`config.mk`:
```
export PLATFORM = sky130hd
export DESIGN_NAME = car_request_unit_flat
export DESIGN_NICKNAME = d
export VERILOG_FILES = /design/src/rtl/car_request_if.sv /design/src/rtl/car_request_unit.sv /design/src/flat_wrapper.sv
export SDC_FILE = /design/constraint.sdc
export NUM_CORES = 1
export LEC_CHECK = 0
export ABC_AREA = 1
export CELL_PAD_IN_SITES_DETAIL_PLACEMENT = 1
export CELL_PAD_IN_SITES_GLOBAL_PLACEMENT = 1
export CORE_UTILIZATION = 45
export CTS_CLUSTER_DIAMETER = 120
export CTS_CLUSTER_SIZE = 20
export DETAILED_ROUTE_END_ITERATION = 8
export GPL_TIMING_DRIVEN = 0
export PLACE_DENSITY = 0.83
export SKIP_LAST_GASP = 1
export SYNTH_ARGS = -nofsm -noshare
export SYNTH_HDL_FRONTEND = slang
export SYNTH_SLANG_ARGS = --single-unit
```
`constraint.sdc`:
```
create_clock -name clk -period 4.2 [get_ports clk]
set_clock_uncertainty 0.1 [all_clocks]
set_input_delay 0.84 -clock clk [delete_from_list [all_inputs] [get_ports clk]]
set_output_delay 0.84 -clock clk [all_outputs]
set_load 0.005 [all_outputs]
```
`src/rtl/car_request_if.sv`:
```
// Signal bundle between the loop-sensor request unit and its environment:
// raw sensor and controller lamps in, request/count/fault flags out.
interface car_request_if #(
  parameter int CNT_W = 4
);
  logic             sensor_raw;
  logic             green;
  logic             yellow;
  logic             red;
  logic             car_detect;
  logic [CNT_W-1:0] car_count;
  logic             sensor_fault;
  logic             illegal_lights;

  modport master (
    output sensor_raw, green, yellow, red,
    input  car_detect, car_count, sensor_fault, illegal_lights
  );

  modport slave (
    input  sensor_raw, green, yellow, red,
    output car_detect, car_count, sensor_fault, illegal_lights
  );
endinterface

```
`src/rtl/car_request_unit.sv`:
```
// Turns a bouncy loop-sensor line into the controller's car_detect request,
// tracks service via the lamp outputs and flags stuck sensors / bad lamp codes.
module car_request_unit #(
  parameter int DEBOUNCE_CYCLES = 4,
  parameter int STUCK_CYCLES    = 64,
  parameter int CNT_W           = 4
) (
  input logic          clk,
  input logic          reset,
  car_request_if.slave bus
);

  localparam int DW = $clog2(DEBOUNCE_CYCLES + 1);
  localparam int SW = $clog2(STUCK_CYCLES + 1);
  localparam logic [DW-1:0]    DCNT_LAST = DW'(DEBOUNCE_CYCLES - 1);
  localparam logic [SW-1:0]    SCNT_MAX  = SW'(STUCK_CYCLES);
  localparam logic [SW-1:0]    SCNT_LAST = SW'(STUCK_CYCLES - 1);
  localparam logic [CNT_W-1:0] CNT_MAX   = {CNT_W{1'b1}};
  localparam logic [CNT_W-1:0] CNT_ONE   = CNT_W'(1);
  localparam logic [CNT_W-1:0] CNT_ZERO  = {CNT_W{1'b0}};

  typedef enum logic [1:0] {
    IDLE    = 2'd0,
    PENDING = 2'd1,
    SERVED  = 2'd2
  } state_t;

  function automatic logic lamps_onehot(input logic [2:0] lamps);
    logic ok;
    case (lamps)
      3'b001:  ok = 1'b1;
      3'b010:  ok = 1'b1;
      3'b100:  ok = 1'b1;
      default: ok = 1'b0;
    endcase
    return ok;
  endfunction

  logic             s1;
  logic             s2;
  logic             filt;
  logic             filt_d;
  logic [DW-1:0]    dcnt;
  logic [SW-1:0]    scnt;
  logic             yellow_d;
  logic             green_d;
  logic             sensor_fault;
  logic             illegal_lights;
  logic             car_detect;
  logic [CNT_W-1:0] count;
  state_t           state;

  logic             arrival;
  logic             yellow_rise;
  logic             green_rise;
  logic             fault_next;
  logic [CNT_W-1:0] count_inc;
  logic [CNT_W-1:0] count_calc;
  logic [CNT_W-1:0] count_next;
  state_t           state_next;

  assign arrival     = filt & ~filt_d & ~sensor_fault;
  assign yellow_rise = bus.yellow & ~yellow_d;
  assign green_rise  = bus.green & ~green_d;
  assign count_inc   = (count == CNT_MAX) ? CNT_MAX : count + CNT_ONE;
  // The fault is declared on the same edge scnt reaches STUCK_CYCLES.
  assign fault_next  = sensor_fault | (filt & (scnt == SCNT_LAST));

  // Two-flop synchronizer and debounce filter for the raw sensor.
  always_ff @(posedge clk or posedge reset) begin
    if (reset) begin
      s1     <= 1'b0;
      s2     <= 1'b0;
      filt   <= 1'b0;
      filt_d <= 1'b0;
      dcnt   <= {DW{1'b0}};
    end else begin
      s1     <= bus.sensor_raw;
      s2     <= s1;
      filt_d <= filt;
      if (s2 == filt) begin
        dcnt <= {DW{1'b0}};
      end else if (dcnt == DCNT_LAST) begin
        filt <= s2;
        dcnt <= {DW{1'b0}};
      end else begin
        dcnt <= dcnt + DW'(1);
      end
    end
  end

  // Stuck-sensor run counter, lamp history and the two sticky flags.
  always_ff @(posedge clk or posedge reset) begin
    if (reset) begin
      scnt           <= {SW{1'b0}};
      sensor_fault   <= 1'b0;
      illegal_lights <= 1'b0;
      yellow_d       <= 1'b0;
      green_d        <= 1'b0;
    end else begin
      if (!filt) begin
        scnt <= {SW{1'b0}};
      end else if (scnt != SCNT_MAX) begin
        scnt <= scnt + SW'(1);
      end else begin
        scnt <= scnt;
      end
      sensor_fault   <= fault_next;
      illegal_lights <= illegal_lights | ~lamps_onehot({bus.green, bus.yellow, bus.red});
      yellow_d       <= bus.yellow;
      green_d        <= bus.green;
    end
  end

  // Request FSM next-state and waiting-car count.
  always_comb begin
    state_next = state;
    count_calc = count;
    case (state)
      IDLE: begin
        if (arrival) begin
          state_next = PENDING;
          count_calc = CNT_ONE;
        end else begin
          state_next = IDLE;
        end
      end
      PENDING: begin
        if (yellow_rise) begin
          state_next = SERVED;
          // A car arriving right as service starts waits for the next round.
          count_calc = arrival ? CNT_ONE : CNT_ZERO;
        end else if (arrival) begin
          count_calc = count_inc;
        end else begin
          count_calc = count;
        end
      end
      SERVED: begin
        if (arrival) begin
          count_calc = count_inc;
        end else begin
          count_calc = count;
        end
        if (green_rise) begin
          state_next = (count_calc != CNT_ZERO) ? PENDING : IDLE;
        end else begin
          state_next = SERVED;
        end
      end
      default: begin
        state_next = IDLE;
        count_calc = count;
      end
    endcase
    count_next = sensor_fault ? count : count_calc;
  end

  // State, count and the fail-safe request output.
  always_ff @(posedge clk or posedge reset) begin
    if (reset) begin
      state      <= IDLE;
      count      <= CNT_ZERO;
      car_detect <= 1'b0;
    end else begin
      state      <= state_next;
      count      <= count_next;
      car_detect <= fault_next | (state_next == PENDING);
    end
  end

  assign bus.car_detect     = car_detect;
  assign bus.car_count      = count;
  assign bus.sensor_fault   = sensor_fault;
  assign bus.illegal_lights = illegal_lights;

endmodule

```
`src/flat_wrapper.sv`:
```
// flat-port wrapper written by rule: the top's interface ports become plain ports
module car_request_unit_flat 
#(
  parameter int DEBOUNCE_CYCLES = 4,
  parameter int STUCK_CYCLES    = 64,
  parameter int CNT_W           = 4
)
  (clk, reset, bus_sensor_raw, bus_green, bus_yellow, bus_red, bus_car_detect, bus_car_count, bus_sensor_fault, bus_illegal_lights);
  car_request_if #(.CNT_W(CNT_W)) bus_i ();
  input logic clk;
  input logic reset;
  input wire logic [$bits(bus_i.sensor_raw)-1:0] bus_sensor_raw;
  input wire logic [$bits(bus_i.green)-1:0] bus_green;
  input wire logic [$bits(bus_i.yellow)-1:0] bus_yellow;
  input wire logic [$bits(bus_i.red)-1:0] bus_red;
  output wire logic [$bits(bus_i.car_detect)-1:0] bus_car_detect;
  output wire logic [$bits(bus_i.car_count)-1:0] bus_car_count;
  output wire logic [$bits(bus_i.sensor_fault)-1:0] bus_sensor_fault;
  output wire logic [$bits(bus_i.illegal_lights)-1:0] bus_illegal_lights;
  assign bus_i.sensor_raw = bus_sensor_raw;
  assign bus_i.green = bus_green;
  assign bus_i.yellow = bus_yellow;
  assign bus_i.red = bus_red;
  assign bus_car_detect = bus_i.car_detect;
  assign bus_car_count = bus_i.car_count;
  assign bus_sensor_fault = bus_i.sensor_fault;
  assign bus_illegal_lights = bus_i.illegal_lights;
  car_request_unit #(.DEBOUNCE_CYCLES(DEBOUNCE_CYCLES), .STUCK_CYCLES(STUCK_CYCLES), .CNT_W(CNT_W)) u_core (.clk(clk), .reset(reset), .bus(bus_i));
endmodule
```
==> results of run 1 <==
==> logic make-up (layout without fill, tap and decap cells) <==
family                     count (synthesis)  count (layout)  synth area share, %
DFF                                       25              25                 47.5
buffers and inverters                     29              45                 9.03
and+or+nand+nor                           64              64                 23.7
xor gates and xnor gates                   2               2                 1.33
adders and majority gates                  8               8                 7.60
AOI/OAI and AO/OA                         22              22                 10.8
==> registers in the layout, indices dropped and copies added, names as in the netlist <==
name	count
u_core.scnt	7
u_core.bus.car_count	4
u_core.dcnt	3
u_core.state	2
u_core.bus.car_detect	1
u_core.bus.illegal_lights	1
u_core.bus.sensor_fault	1
u_core.filt	1
u_core.filt_d	1
u_core.green_d	1
u_core.s1	1
u_core.s2	1
u_core.yellow_d	1
==> power groups by stage <==
stage	logic, uW	registers [uW]	clock network [uW]
after floorplan	271	327	0
after global placement	336	330	0
after detailed placement	357	337	0
after CTS	358	332	116
after global routing	403	337	126
final	353	331	111
==> placed cells by master (no fill, tap or decap) <==
cell	count
nand2_2	4
nand2_1	24
ha_1	8
xnor2_1	1
o21ai_2	2
clkdlybuf4s50_1	12
o21ai_0	4
clkbuf_1	1
nand3_1	7
a41oi_1	1
nand4_1	3
nor3_1	5
inv_4	1
a21oi_1	10
inv_2	1
clkbuf_4	3
o22ai_1	3
nor3b_1	1
inv_1	26
xor2_1	1
o31ai_1	1
dfrtp_1	25
nor2_2	1
nand2_4	1
a211oi_4	1
nor2_8	1
nand3_2	1
nor2_1	15
or2_1	1
buf_6	1
==> worst max path at each step <==
stage | from | end | slack (ps) | cells after the start
global placement | bus_yellow | u_core.bus.car_detect | 1980 | 8
floorplan | bus_yellow | u_core.bus.car_detect | 2610 | 7
finish | u_core.bus.sensor_fault | bus_sensor_fault | 1790 | 1
global route | u_core.bus.sensor_fault | bus_sensor_fault | 1710 | 1
detailed placement | bus_yellow | u_core.bus.car_detect | 1920 | 8
CTS | u_core.bus.sensor_fault | bus_sensor_fault | 1760 | 1
==> metal layers <==
metal,track usage [%],share of wire [%]
met1,25.7,46
met2,34.5,51
met3,2.79,2.0
met4,5.23,1.4
met5,0,0
==> through the flow <==
| step | std cells | total power, uW | area, sq um |
|---|---|---|---|
| floorplan | 150 | 598 | 1320 |
| global placement | 193 | 666 | 1480 |
| detailed placement | 193 | 693 | 1480 |
| CTS | 197 | 806 | 1500 |
| global route | 197 | 866 | 1500 |
| finish | 197 | 795 | 1500 |
==> cell type report <==
type | instances | area, sq um
fill | 331 | 1260
sequential | 25 | 626
buffer | 1 | 11.3
inverter | 28 | 108
timing repair buffer | 12 | 120
multi-input combinational | 96 | 572
clock buffer | 4 | 26.3
tap | 31 | 38.8
==> impl_summary.md, run 1 <==
Clock tree
The CTS H-tree depth is 1. The number of setup buffers added after CTS is 0. The tree is rooted in a clkbuf_4. The register clock-pin slew on the reported worst setup and hold paths is between 100 and 150 ps. No sink is reached through more buffers than the 2 on the longest clock path. The CTS buffer count is 3.

The number of cells upsized or downsized after cts is 0. The CTS tree is built. For this design, the sink count on the clock tree is 25.

The post-cts hold buffer count is 0. Clock latency on the worst-skew pair, taken at its later pin, is around 320 ps.

Yosys
Of the post-synthesis cell area, the dominant cell type holds approximately 48%. In this run, distinct cell masters in the synthesized netlist total 27. By count the netlist is led by inv_1, dfrtp_1, nand2_1, nor2_1, a21oi_1. The net count after synthesis is approximately 160. Counting flops with an async set or reset pin after synthesis yields a share of 100%.

The count of warnings emitted by yosys is 0. The synthesis-stage register bit count is 25. Ranked by total cell area, the synthesized netlist is headed by dfrtp_1, ha_1, inv_1. The commonest register cell after synthesis is dfrtp_1. After technology mapping, the gate count stands at 150. The cell type with the highest aggregate area in the netlist is dfrtp_1.

The number of flops mapped to enable cells by yosys is 0. In this run the mean area of a mapped cell was 8.78 sq um. The synthesized cell area is approximately 0.0013 sq mm. Sequential cells were found to cover a little under half of the synthesized design area. The most instantiated library cell after synthesis is inv_1.

GRT
The number of antenna violations at the first check in global routing is 0. The via count of the first global-routing pass is 1,076. The first-pass GRT wire length is 4860 um. For this run, the total global-route usage over all layers was measured as about a fifth. Entering global routing, the biggest net connects 26 pins.

The total grt overflow is 0.

Setup path
The signal on the critical path passes through clkdlybuf4s50_1. The slowest stage of the critical path belongs to the cell clkdlybuf4s50_1. Together, buffers and inverters on the worst path number 1.

Data on the critical path arrives at its endpoint at between 1000 and 1500 ps. The worst register-to-register path has a setup slack of 2460 ps. The count of cells along the worst register-to-register path is 11. STA puts the critical path data required time at 3260 ps.

The largest delay contributor family on the critical path is buffers and inverters. The critical path is of the reg -> out type. For this run, the slowest stage of the critical path takes around 580 ps.

The critical-path maximum fanout is 4. The worst setup path is captured at an output port. The worst register-to-register path ends at u_core.bus.car_detect. The element type at the critical path start is a register. The startpoint identified for the worst register-to-register timing path is u_core.bus.car_count[0].

Hold path
The worst hold path belongs to the class reg -> reg. In this run the most critical hold path is launched from u_core.s1. The worst min-delay path endpoint is u_core.s2. The instance count along the most critical hold path is 0.

STA
For the pin with the worst max-slew slack, the measured transition is ~960 ps. The count of final hold-check violations is 0. The final sum of negative setup slack is 0 ps. The number of failing setup endpoints in the final timing report is 0. The worst path meets setup with roughly 1800 ps of slack.

Measured against its own limit, the worst slew margin works out to a little over a third. The number of pins exceeding their max-slew limit in the final report is 0. The clock period could shrink to around 2400 ps. Dividing the final minimum period by the clock period gives between 50% and 60%. Timing would allow up to around 0.42 GHz. Setup repair after global routing left no endpoint under its margin.

The worst-case hold slack is between 200 and 300 ps.

Power
The highest ir drop seen on vdd is 355 uV. Dividing total power by cell area gives a power density of between 500 and 600 mW/mm^2. For this design the total switching power over the nets is roughly 320 uW. The portion of total power attributed to the clock network is roughly 14%. The internal power component is 471 uW. The portion of total power attributed to combinational logic is 44.4%.

The power share of the sequential group is between 40% and 50%. Net switching is between 40% and 50% of the power. For this design the static power due to leakage is 0.000677 uW.

Layout
The number of antenna repair diodes is 0. After the last flow step, the layout net total stands at 181. The area overhead of the layout relative to synthesis is 14.1%. The layout cell share with drive strength beyond 1 is between 10% and 20%. At the end of the flow the core is filled with cells to a little over half.

Die
The initial utilization of the core area, before any placement, comes to about 48%. The floorplan has 19 rows. During I/O placement, the number of pins put on the boundary was 13.

The die width is 56.1 um. The die covers 0.00315 sq mm. The core box area is 0.00276 sq mm. The die extent in y is 56.1 um.

Routing
The via count normalized by instance count is between 5 and 6. For this block, the routed nets add up to between 2000 and 3000 um of wire. The detailed-routing iteration count for the pre-antenna-repair pass is 3. The DRC violation total after the first TritonRoute iteration is 19. Dividing the detail-routed wire length by the instance count gives between 10 and 15 um.

The number of vias in the routed layout is 1,021. The post-route antenna net violation count is 0. For this run, design rule violations remaining after detail routing come to 0.

Run status
The flow ran to the end, and the final reports show no timing, DRC or antenna violations.

Placement
The detailed placer's ending HPWL is 2070 um. The final weighted congestion in routability-driven placement is a little under 0.8. The worst-case setup slack after placement is roughly 1900 ps. Input and output buffers added on the ports amount to 12.

Run
Across the run, the number of max-cap violations was 0.
Power figures use the tool's default switching activity.
==> inputs of run 2 (changes only) <==
Settings changed: CORE_UTILIZATION 45 to 38, PLACE_DENSITY 0.83 to 0.75.
Clock period 4.2 ns to 1.94 ns, I/O delays scaled along.
==> run 2 against run 1 <==
Net effect: utilization decreased by 8.9 points; flip-flop and latch count unchanged; die area increased by 18%; power up 110%; combinational power up 110%.
==> impl_summary.md, run 2 (synthesis results as in run 1) <==
Power
The leakage power summed over all cells is ~0.00068 uW. The total power per unit cell area is 1110 mW/mm^2. The highest ir drop seen on vdd is ~450 uV.

Placement
The worst-case setup slack after placement is 131 ps. The cell count after placement is 208. At the end of routability-driven placement, the weighted congestion stood at between 0.8 and 0.9. The detailed placer's ending HPWL is approximately 2000 um. The count of input and output buffers is 12.

STA
The max-slew headroom at the worst pin is a little over a third. Setup repair after global routing left no endpoint under its margin. The final critical delay including setup and external delays is around 1800 ps. Static timing analysis puts the maximum clock frequency at about 0.55 GHz. Setup violations remaining at the end of the flow were counted as 0.

The worst-case hold slack is between 200 and 300 ps. In the final timing run, aggregate negative setup slack is 0 ps. For the pin with the worst max-slew slack, the measured transition is 978 ps. The number of pins exceeding their max-slew limit in the final report is 0.

The final critical path takes up 94.1% of the cycle. The count of final hold-check violations is 0. Setup slack closes at between 100 and 150 ps.

Routing
The detail route stage leaves a number of antenna-violating nets equal to 0. In this run the top signal layer used is met4. The DRC violation total after the first TritonRoute iteration is 11. After detailed routing, the met3 layer carries 63 um of wire. The met1 layer wirelength in the final routing is around 1200 um. For this block, the via count after detailed routing is approximately 1,000. The first detailed-routing pass ran for 4 iterations. The amount of wire on met2 after detailed routing is 1350 um. The aggregate routed wire length is roughly 2600 um. The via count normalized by instance count is 4.94.

The final routed DRC violation total is 0. After detailed routing, the average wire length per cell comes to about 12 um.

Layout
The number of antenna repair diodes is 0. After the last flow step, the layout net total stands at between 150 and 200. Counting the fill cells in the layout gives between 400 and 500.

The register with the most flip-flops in the layout has 7 of them. The utilization after layout is between 40% and 50%. The most frequent standard cell in the layout excluding fill and tap cells is inv_1. Relative to the synthesized area, the layout overhead comes to 15.6%. The layout cell share with drive strength beyond 1 is a little over a tenth. In the layout the commonest cells are inv_1, nand2_1, dfrtp_1. For this run, the number of standard cells in the final layout without fillers is ~210.

u_core.scnt holds more flip-flops than any other register.

Clock tree
The register clock-pin slew on the reported worst setup and hold paths is approximately 130 ps. The clock passes through at most 2 buffers. The clock reaches the later pin of the worst-skew pair after 310 ps.

CTS built an H-tree with a depth of 1. TritonCTS built the clock tree. TritonCTS created 3 clock buffers. The clock root buffer master is clkbuf_4. The tree built by TritonCTS fans out to 25 sinks.

Die
The die area is approximately 0.0037 sq mm. The die width is between 60 and 70 um. The die extent in y is 60.9 um. The floorplan has 21 rows. The initial utilization of the core area, before any placement, comes to 39.4%.

The number of primary I/O pins is 13. The core box area is 0.00334 sq mm.

Setup path
In this run the worst path has a maximum fanout of 4. The critical path goes through clkdlybuf4s50_1. The worst setup path is captured at an output port. The critical path is of the reg -> out type. The reg2reg setup slack is 270 ps. The endpoint required time on the critical path is between 1000 and 1500 ps. In this run the critical register-to-register path is launched from u_core.scnt[0].

The endpoint of the most critical register-to-register path is u_core.scnt[1]. The slowest stage of the critical path belongs to the cell clkdlybuf4s50_1. The largest delay contributor family on the critical path is buffers and inverters. STA classifies the critical path startpoint as a register. The largest incremental delay on the critical path is ~530 ps. Counting cells, the worst reg-to-reg path comes to 6. The arrival time at the worst endpoint is around 1300 ps.

The total buffers and inverters traversed by the critical path is 1.

GRT
Entering global routing, the biggest net connects 26 pins. The via count of the first global-routing pass is about 1,100. The total grt overflow is 0. For this run, the total global-route usage over all layers was measured as ~17%.

The number of antenna violations at the first check in global routing is 0. The first-pass GRT wire length is 4500 um.

Run
The number of max-cap violations is 0.

Run status
The run finished with clean final reports.

Hold path
The worst hold path was traced through 0 stages. The startpoint identified for the worst hold timing path is u_core.s1. The path with the worst hold slack has its endpoint at u_core.s2.

The tightest min-delay check is of the reg -> reg type.
[run 2: through the flow]
stage	cell area [sq um]	total power [uW]
global placement	1490	1440
global route	1520	1860
CTS	1520	1730
detailed placement	1490	1490
finish	1520	1690
floorplan	1320	1290
[run 2: worst reg2reg max path, cell delays in order, from the launching register on]
cell and delay (ps):
dfrtp_1 420, inv_1 100, ha_1 150, nand4_1 90
nor3_1 430, o21ai_0 170, a21oi_1 140
[run 2: layout make-up]
cell class	instances	area (sq um)	area share, %
multi-input combinational	96	572	37.6
timing repair buffer	12	120	7.89
sequential	25	627	41.2
tap	46	57.6	3.78
buffer	1	11.3	0.740
inverter	28	108	7.07
clock buffer	4	26.3	1.73
[run 2: metal layers]
metal / GRT usage [%] / up-vias
met1: 20.2 / 517
met4: 5.84 / 0
li1: - / 510
met3: 3.20 / 4
met5: 0 / -
met2: 29.8 / 16
[run 2: worst max-delay path by stage]
stage / startpoint / slack, ps / end / cells after the start
3_3_place_gp: bus_yellow / 170 / u_core.bus.car_count[2] / 6
6_report: u_core.bus.sensor_fault / 110 / bus_sensor_fault / 1
5_1_grt: u_core.bus.sensor_fault / 40 / bus_sensor_fault / 1
3_5_place_dp: bus_yellow / 130 / u_core.bus.car_detect / 8
2_1_floorplan: u_core.bus.car_count[0] / 450 / u_core.bus.car_detect / 11
4_1_cts: u_core.bus.sensor_fault / 90 / bus_sensor_fault / 1
[run 2: repair_timing]
item	CTS	global route
hold buffers	0	0
buffers inserted	0	0
endpoints found under the setup margin	1	0
gates resized for setup	1	0
endpoints found under the hold margin	0	0
[run 2: power breakdown]
group          total, uW  leakage (uW)  internal, uW  switching [uW]
clock network        231     0.0000150          80.4             150
registers            714      0.000316           628            85.8
logic                750      0.000344           310             440
total               1690      0.000675          1020             676
